`config.mk`:
```
export PLATFORM = sky130hd
export DESIGN_NAME = sram_rw_port_ctrl_flat
export DESIGN_NICKNAME = d
export VERILOG_FILES = /design/src/rtl/sram_rw_port_ctrl_if.sv /design/src/rtl/sram_rw_port_ctrl.sv /design/src/flat_wrapper.sv
export SDC_FILE = /design/constraint.sdc
export NUM_CORES = 1
export LEC_CHECK = 0
export CORE_AREA = 2 2 296 298
export DETAILED_ROUTE_END_ITERATION = 6
export DIE_AREA = 0 0 298 300
export GPL_ROUTABILITY_DRIVEN = 0
export GPL_TIMING_DRIVEN = 0
export PLACE_DENSITY_LB_ADDON = 0.08
export SLEW_MARGIN = 10
export SYNTH_ARGS = -nofsm -noshare
export SYNTH_HDL_FRONTEND = slang
export SYNTH_SLANG_ARGS = --single-unit
```
`constraint.sdc`:
```
create_clock -name clock -period 12.57 [get_ports clock]
set_clock_uncertainty 0.15 [all_clocks]
set_input_delay 2.514 -clock clock [delete_from_list [all_inputs] [get_ports clock]]
set_output_delay 2.514 -clock clock [all_outputs]
set_load 0.01 [all_outputs]
```
`src/rtl/sram_rw_port_ctrl_if.sv`:
```
// Client-side channels of the SRAM port controller: write request, read request
// and read response, each with a valid/ready handshake.
interface sram_rw_port_ctrl_if #(
    parameter int ADDR_W = 13,
    parameter int DATA_W = 174,
    parameter int MASK_W = 6
);
    logic              wr_valid;
    logic              wr_ready;
    logic [ADDR_W-1:0] wr_addr;
    logic [DATA_W-1:0] wr_data;
    logic [MASK_W-1:0] wr_mask;
    logic              rd_valid;
    logic              rd_ready;
    logic [ADDR_W-1:0] rd_addr;
    logic              rsp_valid;
    logic              rsp_ready;
    logic [DATA_W-1:0] rsp_data;

    modport master (
        output wr_valid, wr_addr, wr_data, wr_mask, rd_valid, rd_addr, rsp_ready,
        input  wr_ready, rd_ready, rsp_valid, rsp_data
    );

    modport slave (
        input  wr_valid, wr_addr, wr_data, wr_mask, rd_valid, rd_addr, rsp_ready,
        output wr_ready, rd_ready, rsp_valid, rsp_data
    );
endinterface

```
`src/rtl/sram_rw_port_ctrl.sv`:
```
// Arbitrates client write/read channels onto a single-port masked-write SRAM,
// zero-fills the array after reset and buffers read data in a 2-entry FIFO.
module sram_rw_port_ctrl #(
    parameter int ADDR_W  = 13,
    parameter int DEPTH   = 8192,
    parameter int DATA_W  = 174,
    parameter int MASK_W  = 6,
    parameter bit INIT_EN = 1'b1
) (
    input  logic              clock,
    input  logic              reset_n,
    sram_rw_port_ctrl_if.slave bus,
    output logic              init_done,
    output logic              sram_en,
    output logic              sram_wmode,
    output logic [ADDR_W-1:0] sram_addr,
    output logic [MASK_W-1:0] sram_wmask,
    output logic [DATA_W-1:0] sram_wdata,
    input  logic [DATA_W-1:0] sram_rdata
);
    typedef enum logic [0:0] {
        ST_INIT = 1'b0,
        ST_RUN  = 1'b1
    } state_t;

    state_t            state_r;
    logic [ADDR_W-1:0] cnt_r;
    logic              prio_r;       // 0 = write preferred, 1 = read preferred
    logic              inflight_r;
    logic              init_done_r;
    logic [DATA_W-1:0] fifo_mem_r [2];
    logic              fifo_rd_ptr_r;
    logic              fifo_wr_ptr_r;
    logic [1:0]        fifo_cnt_r;

    logic              pop_s;
    logic [2:0]        credit_s;
    logic              rd_allow_s;
    logic              run_s;
    logic              wr_elig_s;
    logic              rd_elig_s;
    logic              gnt_wr_s;
    logic              gnt_rd_s;

    // Gating by reset_n keeps the port idle while reset is held, not just after the edge.
    assign pop_s      = (fifo_cnt_r != 2'd0) & bus.rsp_ready;
    assign credit_s   = {1'b0, fifo_cnt_r} + {2'b00, inflight_r} - {2'b00, pop_s};
    assign rd_allow_s = (credit_s < 3'd2);
    assign run_s      = reset_n & (state_r == ST_RUN);
    assign wr_elig_s  = run_s & bus.wr_valid;
    assign rd_elig_s  = run_s & bus.rd_valid & rd_allow_s;
    assign gnt_wr_s   = wr_elig_s & (~rd_elig_s | ~prio_r);
    assign gnt_rd_s   = rd_elig_s & (~wr_elig_s | prio_r);

    assign bus.wr_ready  = gnt_wr_s;
    assign bus.rd_ready  = gnt_rd_s;
    assign bus.rsp_valid = (fifo_cnt_r != 2'd0);
    assign bus.rsp_data  = fifo_mem_r[fifo_rd_ptr_r];
    assign init_done     = init_done_r;

    // SRAM command mux: init sweep, granted write, granted read, or idle.
    always_comb begin
        sram_en    = 1'b0;
        sram_wmode = 1'b0;
        sram_addr  = {ADDR_W{1'b0}};
        sram_wmask = {MASK_W{1'b0}};
        sram_wdata = {DATA_W{1'b0}};
        if (reset_n && (state_r == ST_INIT)) begin
            sram_en    = 1'b1;
            sram_wmode = 1'b1;
            sram_addr  = cnt_r;
            sram_wmask = {MASK_W{1'b1}};
            sram_wdata = {DATA_W{1'b0}};
        end else if (gnt_wr_s) begin
            sram_en    = 1'b1;
            sram_wmode = 1'b1;
            sram_addr  = bus.wr_addr;
            sram_wmask = bus.wr_mask;
            sram_wdata = bus.wr_data;
        end else if (gnt_rd_s) begin
            sram_en    = 1'b1;
            sram_wmode = 1'b0;
            sram_addr  = bus.rd_addr;
        end else begin
            sram_en    = 1'b0;
        end
    end

    // Control FSM: init sweep counter, round-robin priority and read in-flight flag.
    always_ff @(posedge clock) begin
        if (!reset_n) begin
            state_r     <= INIT_EN ? ST_INIT : ST_RUN;
            cnt_r       <= {ADDR_W{1'b0}};
            prio_r      <= 1'b0;
            inflight_r  <= 1'b0;
            init_done_r <= 1'b0;
        end else begin
            inflight_r <= gnt_rd_s;
            case (state_r)
                ST_INIT: begin
                    cnt_r <= cnt_r + {{(ADDR_W-1){1'b0}}, 1'b1};
                    if (cnt_r == ADDR_W'(DEPTH - 1)) begin
                        state_r     <= ST_RUN;
                        init_done_r <= 1'b1;
                    end
                end
                ST_RUN: begin
                    init_done_r <= 1'b1;
                    // The priority only rotates when both sides actually competed.
                    if (wr_elig_s && rd_elig_s) begin
                        prio_r <= ~prio_r;
                    end
                end
                default: begin
                    state_r <= ST_INIT;
                end
            endcase
        end
    end

    // Response FIFO: push the SRAM read data one cycle after issue, pop on handshake.
    always_ff @(posedge clock) begin
        if (!reset_n) begin
            fifo_mem_r[0] <= {DATA_W{1'b0}};
            fifo_mem_r[1] <= {DATA_W{1'b0}};
            fifo_rd_ptr_r <= 1'b0;
            fifo_wr_ptr_r <= 1'b0;
            fifo_cnt_r    <= 2'd0;
        end else begin
            if (inflight_r) begin
                fifo_mem_r[fifo_wr_ptr_r] <= sram_rdata;
                fifo_wr_ptr_r             <= ~fifo_wr_ptr_r;
            end
            if (pop_s) begin
                fifo_rd_ptr_r <= ~fifo_rd_ptr_r;
            end
            case ({inflight_r, pop_s})
                2'b10:   fifo_cnt_r <= fifo_cnt_r + 2'd1;
                2'b01:   fifo_cnt_r <= fifo_cnt_r - 2'd1;
                default: fifo_cnt_r <= fifo_cnt_r;
            endcase
        end
    end
endmodule

```
`src/flat_wrapper.sv`:
```
// flat-port wrapper written by rule: the top's interface ports become plain ports
module sram_rw_port_ctrl_flat 
#(
    parameter int ADDR_W  = 13,
    parameter int DEPTH   = 8192,
    parameter int DATA_W  = 174,
    parameter int MASK_W  = 6,
    parameter bit INIT_EN = 1'b1
)
  (clock, reset_n, init_done, sram_en, sram_wmode, sram_addr, sram_wmask, sram_wdata, sram_rdata, bus_wr_valid, bus_wr_addr, bus_wr_data, bus_wr_mask, bus_rd_valid, bus_rd_addr, bus_rsp_ready, bus_wr_ready, bus_rd_ready, bus_rsp_valid, bus_rsp_data);
  sram_rw_port_ctrl_if #(.ADDR_W(ADDR_W), .DATA_W(DATA_W), .MASK_W(MASK_W)) bus_i ();
  input  logic clock;
  input  logic reset_n;
  output logic init_done;
  output logic sram_en;
  output logic sram_wmode;
  output logic [ADDR_W-1:0] sram_addr;
  output logic [MASK_W-1:0] sram_wmask;
  output logic [DATA_W-1:0] sram_wdata;
  input  logic [DATA_W-1:0] sram_rdata;
  input wire logic [$bits(bus_i.wr_valid)-1:0] bus_wr_valid;
  input wire logic [$bits(bus_i.wr_addr)-1:0] bus_wr_addr;
  input wire logic [$bits(bus_i.wr_data)-1:0] bus_wr_data;
  input wire logic [$bits(bus_i.wr_mask)-1:0] bus_wr_mask;
  input wire logic [$bits(bus_i.rd_valid)-1:0] bus_rd_valid;
  input wire logic [$bits(bus_i.rd_addr)-1:0] bus_rd_addr;
  input wire logic [$bits(bus_i.rsp_ready)-1:0] bus_rsp_ready;
  output wire logic [$bits(bus_i.wr_ready)-1:0] bus_wr_ready;
  output wire logic [$bits(bus_i.rd_ready)-1:0] bus_rd_ready;
  output wire logic [$bits(bus_i.rsp_valid)-1:0] bus_rsp_valid;
  output wire logic [$bits(bus_i.rsp_data)-1:0] bus_rsp_data;
  assign bus_i.wr_valid = bus_wr_valid;
  assign bus_i.wr_addr = bus_wr_addr;
  assign bus_i.wr_data = bus_wr_data;
  assign bus_i.wr_mask = bus_wr_mask;
  assign bus_i.rd_valid = bus_rd_valid;
  assign bus_i.rd_addr = bus_rd_addr;
  assign bus_i.rsp_ready = bus_rsp_ready;
  assign bus_wr_ready = bus_i.wr_ready;
  assign bus_rd_ready = bus_i.rd_ready;
  assign bus_rsp_valid = bus_i.rsp_valid;
  assign bus_rsp_data = bus_i.rsp_data;
  sram_rw_port_ctrl #(.ADDR_W(ADDR_W), .DEPTH(DEPTH), .DATA_W(DATA_W), .MASK_W(MASK_W), .INIT_EN(INIT_EN)) u_core (.clock(clock), .reset_n(reset_n), .bus(bus_i), .init_done(init_done), .sram_en(sram_en), .sram_wmode(sram_wmode), .sram_addr(sram_addr), .sram_wmask(sram_wmask), .sram_wdata(sram_wdata), .sram_rdata(sram_rdata));
endmodule
```
==> reports/results.ini <==
[run]
cap_violations = 0

[yosys]
avgSynthCellArea_sq_um = 13.62
synth.distinct_cells = 40
synth_top_family_by_area = simple AND/OR/NAND/NOR gates
synth_seq_area_share_pct = 62.75
synth_seq_cells = 370
netlist_area_sq_mm = 0.01736
synthXorXnorAreaFrac_pct = 0.4974
synth-adder-area-share_pct = 0.3316
synth_simple_gate_area_share_pct = 20.73
yosysWarnings = 0
synthCells = 1274
synth_compound_area_share_pct = 1.975
muxShareOfSynthArea_pct = 11.46
syn_nets = 1663

[worst_setup_path]
r2r-start = u_core.fifo_wr_ptr_r
cp_cell_sequence = clkdlybuf4s50_1 -> o21a_1 -> ha_1 -> nand2b_1 -> fa_1 -> xor2_2 -> o311a_1 -> buf_6 -> buf_4 -> clkbuf_2 -> and2_1 -> clkdlybuf4s50_1
r2r_end = u_core.fifo_mem_r[1][65]
cpMostUsedCell = clkdlybuf4s50_1
critPathSlowestCell = clkdlybuf4s50_1
cp-end-kind = output port
r2r_slack_ps = 9260
reg2reg_depth = 6
path_max_fanout = 10
cpPeakStageDelay_ps = 670
cp-start-kind = input pin
path_class = in2out
worstPathRequired_ps = 9910
crit_buf_inv = 5
worst_ep_arrival_time_ps = 6050
crit_family = buffers and inverters

[floorplanning]
die_height_microns = 300
ios = 758
start_util_pct = 20.13
die_x_microns = 298
core.rowCount = 108
dieArea_sq_mm = 0.08940
core_area_sq_mm = 0.08621

[timing]
hold_viol = 0
fmax_mhz = 114.8
finalCriticalPeriod_ps = 8711
fin_setup_tns_ps = 0
layout_setup_ws_ps = 3859
report.final.slew_viol_count = 0
finalCritPeriodShare_pct = 69.30
setup_violations = 0
worst_pin_slew_ps = 957.4
rsz0062_at_grt = false
timing.hold.ws_ps = 333.2
slew_headroom_pct = 36.17

[routing]
drtAntennaViolNets = 0
routed_wl_microns = 70850
vias_per_cell = 3.939
drt-wirelength-per-cell_microns = 21.55
drc = 0
drtIter0Drc = 445
dr.pass1.iters = 5
num_vias = 12950

[placement]
dp_hpwl_microns = 54770
dpl_worst_slack_ps = 3807
portBuffers = 757

[clock_network]
clk_latency_ps = 560
numCtsBuffers = 47
post_cts_resize_count = 0
cts_sinks = 370
cts.clk_slew.worst_paths_ps = 50
cts_tree = built
max-clock-path-buffers = 3
postCtsSetupBuffers = 0
hold_buffers = 0
htree_levels = 2
cts-root-buf = clkbuf_16

[grt]
antenna_found_initial = 16
grt_usage_pct = 15.30
grt_max_degree = 50
grt_remaining_overflow = 0
grt_pass1_vias = 13663
grt_pass1_wl_microns = 99570

[cells_and_area]
area_growth_syn_to_layout_pct = 62.27
drive_gt1_share_pct = 13.10
final_cell_mix = clkdlybuf4s50_1, and2_1, edfxtp_1
fillers = 8785
final_common_cell = clkdlybuf4s50_1
nets = 2483

[min_path]
whs_path_depth = 2
hold_end = u_core.prio_r
min_from = u_core.prio_r
min_path_type = reg2reg

[run_status]
status = finished clean

[power_and_ir_drop]
ir_worst_vdd_mv = 0.08259
power.density_mw_per_mm2 = 104.9
cellLeakagePower_nw = 10.02

per-stage QoR:
stage / power [mW] / instances / util, % / instance area (sq um)
after floorplan: 1.497 / 1274 / - / 17360
after CTS: 3.015 / 3284 / 32.65 / 28150
after detailed placement: 1.703 / 3200 / 31.00 / 26720
after global placement: 1.715 / 3186 / 30.60 / 26380
final: 2.955 / 3288 / 32.67 / 28160
after global routing: 3.073 / 3286 / 32.66 / 28160
tightest hold or removal path, cell delays in order, from the launching register on:
cell     delay, ps
dfxtp_1        310
o31ai_1         60
a21oi_1         60
power by group:
group	leakage [nW]	internal (mW)	switching (mW)	total, mW
clock network	0.699	0.752	0.529	1.28
registers	3.59	1.39	0.0115	1.41
logic	5.73	0.173	0.0942	0.268
total	10.0	2.32	0.635	2.95
flip-flops by register name, summed over array words and instances (netlist names), named ones only:
signal / cells
u_core.fifo_mem_r: 348
u_core.init_done: 1
u_core.inflight_r: 1
u_core.cnt_r: 13
u_core.state_r: 1
u_core.fifo_wr_ptr_r: 1
u_core.prio_r: 1
u_core.fifo_cnt_r: 2
u_core.fifo_rd_ptr_r: 1
metal layers:
metal	routed length, microns	share of wire (%)	vias to the layer above	track usage, %
met4	1348	1.9	20	3.697
met3	5810	8.2	89	5.586
li1	-	-	6114	-
met2	37230	53	427	28.31
met5	127	0.18	-	0
met1	26330	37	6300	16.45
logic make-up (layout without fill, tap and decap cells):
kind of cell,Yosys count,count (layout)
mux,177,177
xor+xnor,9,9
simple gates,581,581
compound gates,42,42
flops,370,370
fa+ha+maj,4,4
other cells,0,4
buf+inv,91,946
synthesized netlist by cell type (all sizes together):
| library cell | n | area [sq um] |
|---|---|---|
| and2 | 533 | 3334 |
| edfxtp | 348 | 10450 |
| mux2 | 174 | 1959 |
| clkbuf | 75 | 299.0 |
| dfxtp | 22 | 440.4 |
| a221o | 13 | 130.1 |
| buf | 10 | 70.06 |
| nor2 | 9 | 33.78 |
| a21oi | 8 | 40.04 |
| nand2 | 7 | 26.28 |
| a21o | 6 | 45.04 |
| inv | 6 | 22.52 |
| xnor2 | 6 | 52.55 |
| nor3 | 5 | 25.02 |
| o31ai | 5 | 37.54 |
| or4 | 5 | 37.54 |
| nand2b | 4 | 25.02 |
| o21ai | 4 | 20.02 |
| or3 | 4 | 25.02 |
| ha | 3 | 37.54 |
| mux2i | 3 | 30.03 |
| nand4 | 3 | 18.77 |
| xor2 | 3 | 33.79 |
| a2111oi | 2 | 36.29 |
| nand3 | 2 | 10.01 |
| nand4b | 2 | 17.52 |
| nor2b | 2 | 12.51 |
| nor4 | 2 | 12.51 |
| o21a | 2 | 15.01 |
| or2 | 2 | 12.51 |
| and3 | 1 | 6.260 |
| fa | 1 | 20.02 |
| o311a | 1 | 10.01 |
| o31a | 1 | 8.760 |
worst max path at each step:
stage | end | cells after the start | start | slack, ps
floorplan | u_core.fifo_mem_r[0][0] | 2 | u_core.inflight_r | 3610
global placement | u_core.fifo_mem_r[0][45] | 2 | u_core.inflight_r | -3870
detailed placement | sram_wdata[61] | 12 | bus_rsp_ready | 3810
CTS | sram_wdata[61] | 12 | bus_rsp_ready | 3800
global route | sram_wdata[63] | 12 | bus_rsp_ready | 3680
finish | sram_wdata[87] | 12 | bus_rsp_ready | 3860
area by class of cell:
type | instances | area, sq um | share of cell area (%)
Inverter | 6 | 22.52 | 0.07997
Antenna cell | 4 | 10.01 | 0.03554
Tap cell | 1155 | 1445 | 5.132
Timing Repair Buffer | 771 | 7903 | 28.06
Sequential cell | 370 | 10890 | 38.67
Clock inverter | 19 | 186.4 | 0.6620
Buffer | 85 | 369.1 | 1.311
Clock buffer | 65 | 1244 | 4.416
Multi-Input combinational cell | 813 | 6092 | 21.63
No activity file was read; power rests on OpenSTA's default activity.
